$ cat src/rtl/step_timer.sv
// Per-step countdown timer for the machine-selection FSM: counts each step's duration in BCD
// seconds and pulses step_done once when the step expires.
module step_timer #(
  parameter int unsigned TICK_DIV = 50000000,
  parameter int unsigned SHORT_T  = 5,
  parameter int unsigned LONG_T   = 10
) (
  input  logic       clk,
  input  logic       rst,
  input  logic [3:0] state_in,
  input  logic       pause,
  output logic       step_done,
  output logic [7:0] rem_bcd,
  output logic [1:0] step_idx,
  output logic       busy,
  output logic       cycle_done
);

  localparam int unsigned PreW = $clog2(TICK_DIV);
  localparam logic [PreW-1:0] PreMax = PreW'(TICK_DIV - 1);
  localparam logic [7:0] ShortBcd = 8'((SHORT_T / 10) * 16 + (SHORT_T % 10));
  localparam logic [7:0] LongBcd  = 8'((LONG_T / 10) * 16 + (LONG_T % 10));

  typedef enum logic [1:0] {StIdle, StRun, StWaitAdv} state_e;

  state_e          r_state, w_state_next;
  logic [3:0]      r_prev_code;
  logic [PreW-1:0] r_presc;
  logic [7:0]      r_rem;
  logic [1:0]      r_idx;
  logic            r_step_done;
  logic            r_cycle_done;

  logic       w_is_short, w_is_long, w_is_step, w_change;
  logic       w_load, w_abort, w_count, w_tick, w_final;
  logic [7:0] w_dur;
  logic [1:0] w_idx;
  logic [7:0] w_rem_dec;

  assign w_is_short = (state_in >= 4'd2) && (state_in <= 4'd5);
  assign w_is_long  = (state_in >= 4'd8) && (state_in <= 4'd11);
  assign w_is_step  = w_is_short || w_is_long;
  assign w_change   = (r_prev_code != state_in);
  assign w_dur      = w_is_long ? LongBcd : ShortBcd;
  assign w_idx      = w_is_long ? state_in[1:0] : (state_in[1:0] - 2'd2);

  // Ones digit borrows from tens so neither digit ever leaves 0..9.
  assign w_rem_dec = (r_rem[3:0] == 4'd0) ? {r_rem[7:4] - 4'd1, 4'd9}
                                          : {r_rem[7:4], r_rem[3:0] - 4'd1};

  // State register
  always_ff @(posedge clk or negedge rst) begin
    if (!rst) begin
      r_state <= StIdle;
    end else begin
      r_state <= w_state_next;
    end
  end

  // Next-state and datapath control
  always_comb begin
    w_state_next = r_state;
    w_load       = 1'b0;
    w_abort      = 1'b0;
    w_count      = 1'b0;
    w_tick       = 1'b0;
    w_final      = 1'b0;
    unique case (r_state)
      StIdle: begin
        if (w_is_step) begin
          w_load       = 1'b1;
          w_state_next = StRun;
        end
      end
      StRun: begin
        if (w_change && w_is_step) begin
          w_load = 1'b1;
        end else if (w_change) begin
          w_abort      = 1'b1;
          w_state_next = StIdle;
        end else if (!pause) begin
          w_count = 1'b1;
          w_tick  = (r_presc == PreMax);
          if (w_tick && (r_rem == 8'h01)) begin
            w_final      = 1'b1;
            w_state_next = StWaitAdv;
          end
        end
      end
      StWaitAdv: begin
        if (w_change && w_is_step) begin
          w_load       = 1'b1;
          w_state_next = StRun;
        end else if (w_change) begin
          w_state_next = StIdle;
        end
      end
      default: w_state_next = StIdle;
    endcase
  end

  // Outputs
  always_comb begin
    busy       = (r_state == StRun);
    step_done  = r_step_done;
    rem_bcd    = r_rem;
    step_idx   = r_idx;
    cycle_done = r_cycle_done;
  end

  always_ff @(posedge clk or negedge rst) begin
    if (!rst) begin
      r_prev_code  <= 4'd0;
      r_presc      <= '0;
      r_rem        <= 8'h00;
      r_idx        <= 2'd0;
      r_step_done  <= 1'b0;
      r_cycle_done <= 1'b0;
    end else begin
      r_prev_code  <= state_in;
      r_step_done  <= w_final;
      r_cycle_done <= (state_in == 4'b0110) || (state_in == 4'b1100);
      if (w_load) begin
        r_rem   <= w_dur;
        r_presc <= '0;
        r_idx   <= w_idx;
      end else if (w_abort) begin
        r_rem   <= 8'h00;
        r_presc <= '0;
      end else if (w_count) begin
        if (w_tick) begin
          r_presc <= '0;
          r_rem   <= w_rem_dec;
        end else begin
          r_presc <= r_presc + PreW'(1);
        end
      end
    end
  end

endmodule

$ cat config.mk
export PLATFORM = sky130hd
export DESIGN_NAME = step_timer
export DESIGN_NICKNAME = d
export VERILOG_FILES = /design/src/rtl/step_timer.sv
export SDC_FILE = /design/constraint.sdc
export NUM_CORES = 1
export LEC_CHECK = 0
export ABC_AREA = 1
export CAP_MARGIN = 40
export CORE_MARGIN = 2
export CORE_UTILIZATION = 35
export DETAILED_ROUTE_END_ITERATION = 16
export RECOVER_POWER = 100
export SETUP_SLACK_MARGIN = 0.15
export SLEW_MARGIN = 10
export SYNTH_ARGS = -nofsm -noshare
export SYNTH_HDL_FRONTEND = slang
export SYNTH_SLANG_ARGS = --single-unit
$ cat constraint.sdc
create_clock -name clk -period 2.05 [get_ports clk]
set_input_delay 0.3075 -clock clk [delete_from_list [all_inputs] [get_ports clk]]
set_output_delay 0.3075 -clock clk [all_outputs]
set_load 0.05 [all_outputs]
Word level (Yosys, flattened, before mapping) --
Index checks and enable logic that the tools add are counted.
Word-level totals: output and inout port bits 13, logic and storage cells 81, bits in read-only memories 0, memories 0, latch bits 0, RAM bits 0, input port bits 7, register bits after elaboration 44
Cells by class: multiplexer cells 38, multiply operators 0, add/subtract/negate cells 4, div/mod/pow operators 0, equality and inequality tests 12, shift-type cells 0, bitwise logic cells 0, order comparisons 4, reductions and logical operators 15
Operators with widths (count):
- 26-bit two-way mux | 4
- 8-bit two-way mux | 5
- 26-bit by 1-bit adder with 26-bit output, second input constant | 1
- 26-bit equality test, second input constant | 1
- 1-bit two-way mux | 18
- 2-bit two-way mux | 8
- 3-bit nonzero test | 3
- 8-bit by 1-bit equality test with 1-bit output, second input constant | 1
- 4-bit by 1-bit subtractor with 4-bit output, second input constant | 2
- 2-bit case mux with 3 select lines | 1
- 5-bit two-way mux | 1
- 5-bit AND reduction | 1
- 4-bit by 3-bit equality test with 1-bit output, second input constant | 1
- 4-bit equality test, second input constant | 1
- 4-bit by 2-bit greater-or-equal comparator with 1-bit output, second input constant | 1
- 4-bit greater-or-equal comparator, second input constant | 1
- 4-bit by 3-bit <= comparator with 1-bit output, second input constant | 1
- 4-bit <= comparator, second input constant | 1
- 1-bit logical AND | 4
- 4-bit logical NOT | 1
- 2-bit inequality test, second input constant | 2
- 4-bit inequality test | 1
- 3-bit by 1-bit inequality test with 1-bit output, second input constant | 1
- 3-bit by 2-bit inequality test with 1-bit output, second input constant | 1
- other kinds (10) | 11

Longest topological paths before layout --
Gate-level depths: netlist of the first run.
word-level depth 10, mapped depth 13, depth with buffers taken out 13

Least setup slack after synthesis of the first run --
Ideal clock, no wire load.
kind register to register, start register r_state[1], end register r_presc[3], required time 1.931 ns, buffers on the path 1, data arrival time 1.944 ns, setup slack -0.013 ns, stages on the path, launching flop included 11, clock period less this slack 2.063 ns, library setup time 0.119 ns, cells stage by stage dfrtp_1 > inv_1 > ha_1 > inv_1 > nor2_2 > nand2_1 > nand3_4 > inv_4 > buf_6 > nand2_1 > o21ai_2
Between the ends: word-level cells in the longest chain between the ends 6, elaborated cells between the ends (all ways) 13, those cells by class eq/ne: 2; mux: 8; reduce/logical: 3
RTL lines:
- start: declaration | RTL line 26 | state_e r_state, w_state_next;
- start signal: assignment | RTL line 54 | r_state <= StIdle;
- start signal: assignment | RTL line 56 | r_state <= w_state_next;
- 2-bit by 1-bit equality test with 1-bit output (*)
- named net busy | RTL line 15 | output logic busy,
- 1-bit two-way mux | RTL line 68 | unique case (r_state)
- 26-bit two-way mux | RTL line 131 | if (w_tick) begin
- 26-bit two-way mux | RTL line 130 | end else if (w_count) begin
- 26-bit two-way mux | RTL line 127 | end else if (w_abort) begin
- 26-bit two-way mux | RTL line 123 | if (w_load) begin
- end signal: assignment | RTL line 135 | r_presc <= r_presc + PreW'(1);
- end: declaration | RTL line 28 | logic [PreW-1:0] r_presc;
Mark *: on every way through the listed nets, which the timed path passes. The rest lies on a longest branch. The select of a mux whose other input is x is not followed. A chain may end at the register's enable or synchronous reset.

Worst setup path after layout of the first run --
start register r_rem[0], in the netlist rem_bcd[0], end output rem_bcd[0]
RTL lines:
- start: declaration | RTL line 29 | logic [7:0] r_rem;
- start signal: assignment | RTL line 124 | r_rem <= w_dur;
- start signal: assignment | RTL line 133 | r_rem <= w_rem_dec;
- end: declaration | RTL line 13 | output logic [7:0] rem_bcd,
No word-level cell between the ends.

==> results of run 1 <==
==> logic make-up (layout without fill, tap and decap cells) <==
group                    count (synthesis)  count (layout)  share of synthesized area, %
AO/OA/AOI/OAI                           32              32                         6.007
XOR/XNOR                                16              16                         4.313
flip-flops                              44              44                         33.89
buffers and inverters                   66             127                         8.780
adder cells (fa/ha/maj)                 10              10                         3.851
AND/OR/NAND/NOR                        318             318                         43.17
==> per-layer routing <==
layer	wire (um)	GRT usage [%]
met3	417	3.203
met4	167	5.269
met5	0	0
met2	3825	30.05
met1	3996	24.85
==> placed cells by master (no fill, tap or decap), types with 5 or more instances in the layout <==
cell type | Yosys | final
dfrtp_1 | 44 | 40
nor2_2 | 10 | 9
ha_1 | 10 | 9
dlygate4sd3_1 | 0 | 7
inv_2 | 7 | 7
nor2_4 | 1 | 5
nor2_1 | 62 | 59
nand3_1 | 29 | 28
buf_4 | 0 | 38
xor2_1 | 12 | 12
o21ai_0 | 8 | 12
o21ai_1 | 9 | 6
nand4_1 | 14 | 14
nand2_1 | 181 | 180
clkbuf_1 | 1 | 7
nor3_1 | 8 | 8
inv_1 | 49 | 49
clkbuf_8 | 0 | 5
==> worst paths after layout <==
check	cells after the start	slack [ns]	end
worst min register to register	2	0.50	step_idx[0]
worst max register to register	9	0.23	r_presc[0]
max in group asynchronous	2	0.60	r_presc[8]
min in group asynchronous	1	0.22	r_presc[23]
worst max-delay path	1	0.16	rem_bcd[0]
worst min-delay path	1	0.18	r_prev_code[1]
==> repair_timing <==
item / CTS / global route
gates resized for setup: 3 / 22
buffers inserted: 0 / 2
setup endpoints to repair: 3 / 39
hold buffers: 0 / 0
pin swaps: 0 / 2
==> state kept, by name (all words and copies together) (netlist names) <==
signal       count
cycle_done       1
step_done        1
step_idx         2
rem_bcd          8
r_prev_code      4
r_presc         26
r_state          2
==> stage by stage <==
step	utilization [%]	TNS [ns]	std cells	setup WS (ns)	total power, mW
6_report	43.68	0	658	0.1625	3.562
5_1_grt	43.68	0	658	0.06318	3.842
4_1_cts	43.54	0	656	0.1506	3.616
3_5_place_dp	42.62	-2.295	649	-0.1350	3.050
3_3_place_gp	42.62	-0.5277	649	-0.07805	3.030
2_1_floorplan	-	0	486	0.2262	2.352
==> final cells by class <==
cell class	instances	area, um2	share of cell area, %
Sequential cell	44	1106	27.80
Inverter	57	216.5	5.440
Timing Repair Buffer	63	521.8	13.11
Tap cell	111	138.9	3.491
Clock inverter	2	12.51	0.3145
Multi-Input combinational cell	376	1914	48.11
Clock buffer	5	68.82	1.730
==> cells in the mapped netlist <==
cell	number
a21o_1	2
a21oi_1	4
a21oi_2	1
buf_2	4
buf_6	4
clkbuf_1	1
dfrtp_1	44
ha_1	10
inv_1	49
inv_2	7
inv_4	1
nand2_1	181
nand2_2	3
nand2_4	1
nand2_8	1
nand3_1	29
nand3_2	1
nand3_4	2
nand3b_1	2
nand4_1	14
nand4_4	1
nor2_1	62
nor2_2	10
nor2_4	1
nor3_1	8
nor4_1	1
o211ai_1	2
o21ai_0	8
o21ai_1	9
o21ai_2	5
o21bai_1	1
or2_2	1
xnor2_1	4
xor2_1	12
==> power by group <==
| group | switching, mW | internal, mW | total (mW) |
|---|---|---|---|
| Sequential | 0.113 | 0.976 | 1.09 |
| Clock | 0.327 | 0.232 | 0.558 |
| Combinational | 1.21 | 0.706 | 1.91 |
==> results.sh, run 1 <==
export IMPL_worst_path_dominant_cell_family="buffers and inverters"
export IMPL_fmax_mhz=529.8
export IMPL_die_area_um2=10070
export IMPL_insertion_delay_ns=0.31
export IMPL_synth_area_per_cell_um2=6.686
export IMPL_ys_types=34
export IMPL_dpl_hpwl_um=6586
export IMPL_worst_setup_path_end_kind="output port"
export IMPL_dr_total_vias=3204
export IMPL_crit_slowest_cell="dlygate4sd3_1"
export IMPL_cts_sinks=44
export IMPL_nNetsFinal=564
export IMPL_io_pins=20
export IMPL_gr_total_overflow=0
export IMPL_grt_pass1_wl_um=14860
export IMPL_cp_arrival_ns=1.58
export IMPL_hold_start="state_in[1]"
export IMPL_grt_start_max_net_pins=24
export IMPL_cp_cell_sequence="dlygate4sd3_1"
export IMPL_drive_gt1_share_pct=17.37
export IMPL_die_x_um=100.4
export IMPL_wl_per_cell_um=12.78
export IMPL_clk_path_buf_depth=2
export IMPL_syn_area_um2=3249
export IMPL_tightest_slew_ns=1.215
export IMPL_antenna_found_initial=0
export IMPL_place_congestion=1.052
export IMPL_rsz0062_at_grt="yes"
export IMPL_max_slew_margin_rel_pct=18.97
export IMPL_r2r_start="r_presc[1]"
export IMPL_path_class="reg -> out"
export IMPL_skew_ns=0.006315
export IMPL_grt_pass1_vias=3138
export IMPL_slew_violations=0
export IMPL_areaGrowthSynthToFinish_pct=22.45
export IMPL_startpoint="rem_bcd[0]"
export IMPL_worst_hold_slack_ns=0.1773
export IMPL_synth_top_area_share_pct=33.89
export IMPL_synthesis_nets=503
export IMPL_via_per_inst=4.869
export IMPL_fin_area_um2=3979
export IMPL_numCtsBuffers=5
export IMPL_clkSlewWorstSetupHoldPaths_ns=0.09
export IMPL_synth_largest_area_cell="dfrtp_1"
export IMPL_ant_nets=0
export IMPL_placed_area_um2=3882
export IMPL_firstDrtPassIters=7
export IMPL_worst_path_max_fanout=4
export IMPL_peakVddDrop_mv=0.7338
export IMPL_ys_seq_area_share_pct=33.89
export IMPL_diodes=0
export IMPL_cts_tree="built"
export IMPL_rows=35
export IMPL_clockRootBuffer="clkbuf_8"
export IMPL_outcome="finished, final reports clean"
export IMPL_htreeDepth=2
export IMPL_ys_ff_latch=44
export IMPL_path_buf_inv=1
export IMPL_die_h_um=100.4
export IMPL_finalHoldViolCount=0
export IMPL_yosysWarnings=0
export IMPL_synth_area_leaders="dfrtp_1 (34%), nand2_1 (21%), nor2_1 (7.2%)"
export IMPL_cp_data_required_time_ns=1.74
export IMPL_hold_path_class="in -> reg"
export IMPL_syn_instance_count=486
export IMPL_routed_wl_um=8407
export IMPL_period_needed_ns=1.887
export IMPL_port_buffers=19
export IMPL_powerDensity_nw_per_um2=895.3
export IMPL_grt_usage_pct=18.33
export IMPL_core_area_um2=9109
export IMPL_fillers=947
export IMPL_drc=0
export IMPL_post_route_period_util_pct=92.07
export IMPL_cap_viol_max_count=0
export IMPL_p_leak_nw=1.962
export IMPL_dr_first_iter_drc_count=134
export IMPL_start_util_pct=35.67
export IMPL_setup_viol=0
export IMPL_crit_path_max_incr_delay_ns=0.88
export IMPL_worstSetupStartpointType="register"
(Power assumes the default switching activity.)
==> inputs of run 2 (changes only) <==
CORE_UTILIZATION = 40   (was 35)
==> run 2 against run 1 <==
Effect of this change: final area is 2.0% lower; total power increased by 0.88%; combinational power down 4%; fmax shrank 0.67%; sequential share of layout area grew 0.50 points; register-to-register slack improved by 0.03 ns; final cell count is 2.6% lower; critical path type unchanged.
==> results.sh, run 2 (same netlist as run 1, synthesis figures left out) <==
export IMPL_hold_path_class="in -> reg"
export IMPL_tightest_slew_ns=1.353
export IMPL_utilization_pct=49.95
export IMPL_diodes=0
export IMPL_skew_ns=0.005275
export IMPL_crit_path_max_incr_delay_ns=0.89
export IMPL_post_route_period_util_pct=92.69
export IMPL_worstSetupStartpointType="register"
export IMPL_die_x_um=94.13
export IMPL_p_sw_mw=1.607
export IMPL_internal_power_mw=1.987
export IMPL_io_pins=20
export IMPL_numCtsBuffers=5
export IMPL_gr_total_overflow=0
export IMPL_fillers=824
export IMPL_dpl_hpwl_um=6354
export IMPL_outcome="finished, final reports clean"
export IMPL_fmax_mhz=526.3
export IMPL_wl_per_cell_um=12.81
export IMPL_clockPowerShare_pct=18.6
export IMPL_path_class="reg -> out"
export IMPL_worst_path_max_fanout=5
export IMPL_worst_setup_path_end_kind="output port"
export IMPL_via_per_inst=4.807
export IMPL_cp_cell_sequence="dlygate4sd3_1"
export IMPL_slew_violations=0
export IMPL_insertion_delay_ns=0.30
export IMPL_mostFrequentLayoutCells="nand2_1 (180), nor2_1 (61), inv_1 (49), dfrtp_1 (42)"
export IMPL_setup_viol=0
export IMPL_cp_data_required_time_ns=1.74
export IMPL_htreeDepth=2
export IMPL_firstDrtPassIters=4
export IMPL_rows=32
export IMPL_dr_total_vias=3081
export IMPL_core_area_um2=7807
export IMPL_max_flop_register="r_presc"
export IMPL_drc=0
export IMPL_placed_area_um2=3799
export IMPL_clk_path_buf_depth=2
export IMPL_die_area_um2=8860
export IMPL_clkSlewWorstSetupHoldPaths_ns=0.08
export IMPL_finalHoldViolCount=0
export IMPL_worst_path_dominant_cell_family="buffers and inverters"
export IMPL_place_congestion=0.9663
export IMPL_peakVddDrop_mv=0.6092
export IMPL_nNetsFinal=555
export IMPL_combPwrFrac_pct=50.9
export IMPL_crit_slowest_cell="dlygate4sd3_1"
export IMPL_largest_reg_flops=26
export IMPL_cp_arrival_ns=1.59
export IMPL_p_leak_nw=1.916
export IMPL_grt_pass1_wl_um=14210
export IMPL_max_slew_margin_rel_pct=9.815
export IMPL_cts_tree="built"
export IMPL_antenna_found_initial=0
export IMPL_dr_first_iter_drc_count=162
export IMPL_final_common_cell="nand2_1"
export IMPL_grt_usage_pct=20.27
export IMPL_path_buf_inv=1
export IMPL_grt_pass1_vias=3072
export IMPL_drive_gt1_share_pct=15.40
export IMPL_die_h_um=94.13
export IMPL_powerDensity_nw_per_um2=921.5
export IMPL_hold_buffers=0
export IMPL_routed_wl_um=8211
export IMPL_cap_viol_max_count=0
export IMPL_clockRootBuffer="clkbuf_8"
export IMPL_cts_sinks=44
export IMPL_areaGrowthSynthToFinish_pct=20.02
export IMPL_fin_area_um2=3900
export IMPL_switching_share_pct=44.72
export IMPL_seq_power_share_pct=30.6
export IMPL_start_util_pct=41.62
export IMPL_period_needed_ns=1.900
export IMPL_rsz0062_at_grt="no"
export IMPL_port_buffers=19
export IMPL_grt_start_max_net_pins=24
export IMPL_ant_nets=0
-- run 2: cell types whose count changed in the layout (fill, tap and decap cells not counted), sizes merged --
cell | before | now
clkdlybuf4s25 | 2 | 3
clkbuf | 14 | 16
inv | 57 | 56
buf | 42 | 32
dlygate4sd2 | 2 | 1
bufinv | 0 | 1
-- run 2: worst paths after layout --
check,to,cells after the start,slack (ns),start
min in group asynchronous,r_presc[23],1,0.28,rst
setup reg to reg,r_presc[7],10,0.26,r_state[1]
hold / removal,r_prev_code[0],1,0.18,state_in[0]
hold reg to reg,step_idx[0],2,0.48,step_idx[0]
max in group asynchronous,r_state[1],2,0.51,rst
setup / recovery,rem_bcd[3],1,0.15,rem_bcd[3]
-- run 2: power groups by stage --
stage               combinational (mW)  clock, mW  sequential, mW
CTS                               1.87      0.699            1.09
global placement                  1.85          0            1.10
finish                            1.83      0.667            1.10
global route                      2.03      0.745            1.12
floorplan                         1.05          0            1.30
detailed placement                1.86          0            1.11
-- run 2: routing by layer --
metal	track usage [%]	part of all wire [%]	vias to the layer above
met5	0	0	-
met4	5.314	1.4	0
met3	3.451	3.1	9
met2	34.52	49	39
met1	26.55	47	1410
li1	-	-	1623
-- run 2: final cells by class --
cell class / instances / area (um2) / area share, %
Clock inverter: 2 / 35.03 / 0.8983
Sequential cell: 44 / 1104 / 28.30
Inverter: 57 / 220.2 / 5.646
Tap cell: 102 / 127.6 / 3.272
Multi-Input combinational cell: 376 / 1898 / 48.67
Clock buffer: 6 / 72.57 / 1.861
Timing Repair Buffer: 54 / 442.9 / 11.36
-- run 2: timing repair --
action,CTS,global route
pin swaps,0,2
resized for setup,3,20
buffers inserted,0,1
setup endpoints to repair,12,34
-- run 2: stage by stage --
step	total power, mW	cells	worst slack (ns)	hold slack (ns)	setup TNS, ns
2_1_floorplan	2.352	486	0.2262	0.01191	0
3_3_place_gp	2.959	632	-0.1009	0.3396	-0.5964
3_5_place_dp	2.967	632	-0.1132	0.3527	-1.172
4_1_cts	3.661	640	0.1511	0.02364	0
5_1_grt	3.888	641	0.09617	0.1757	0
6_report	3.594	641	0.1498	0.1762	0
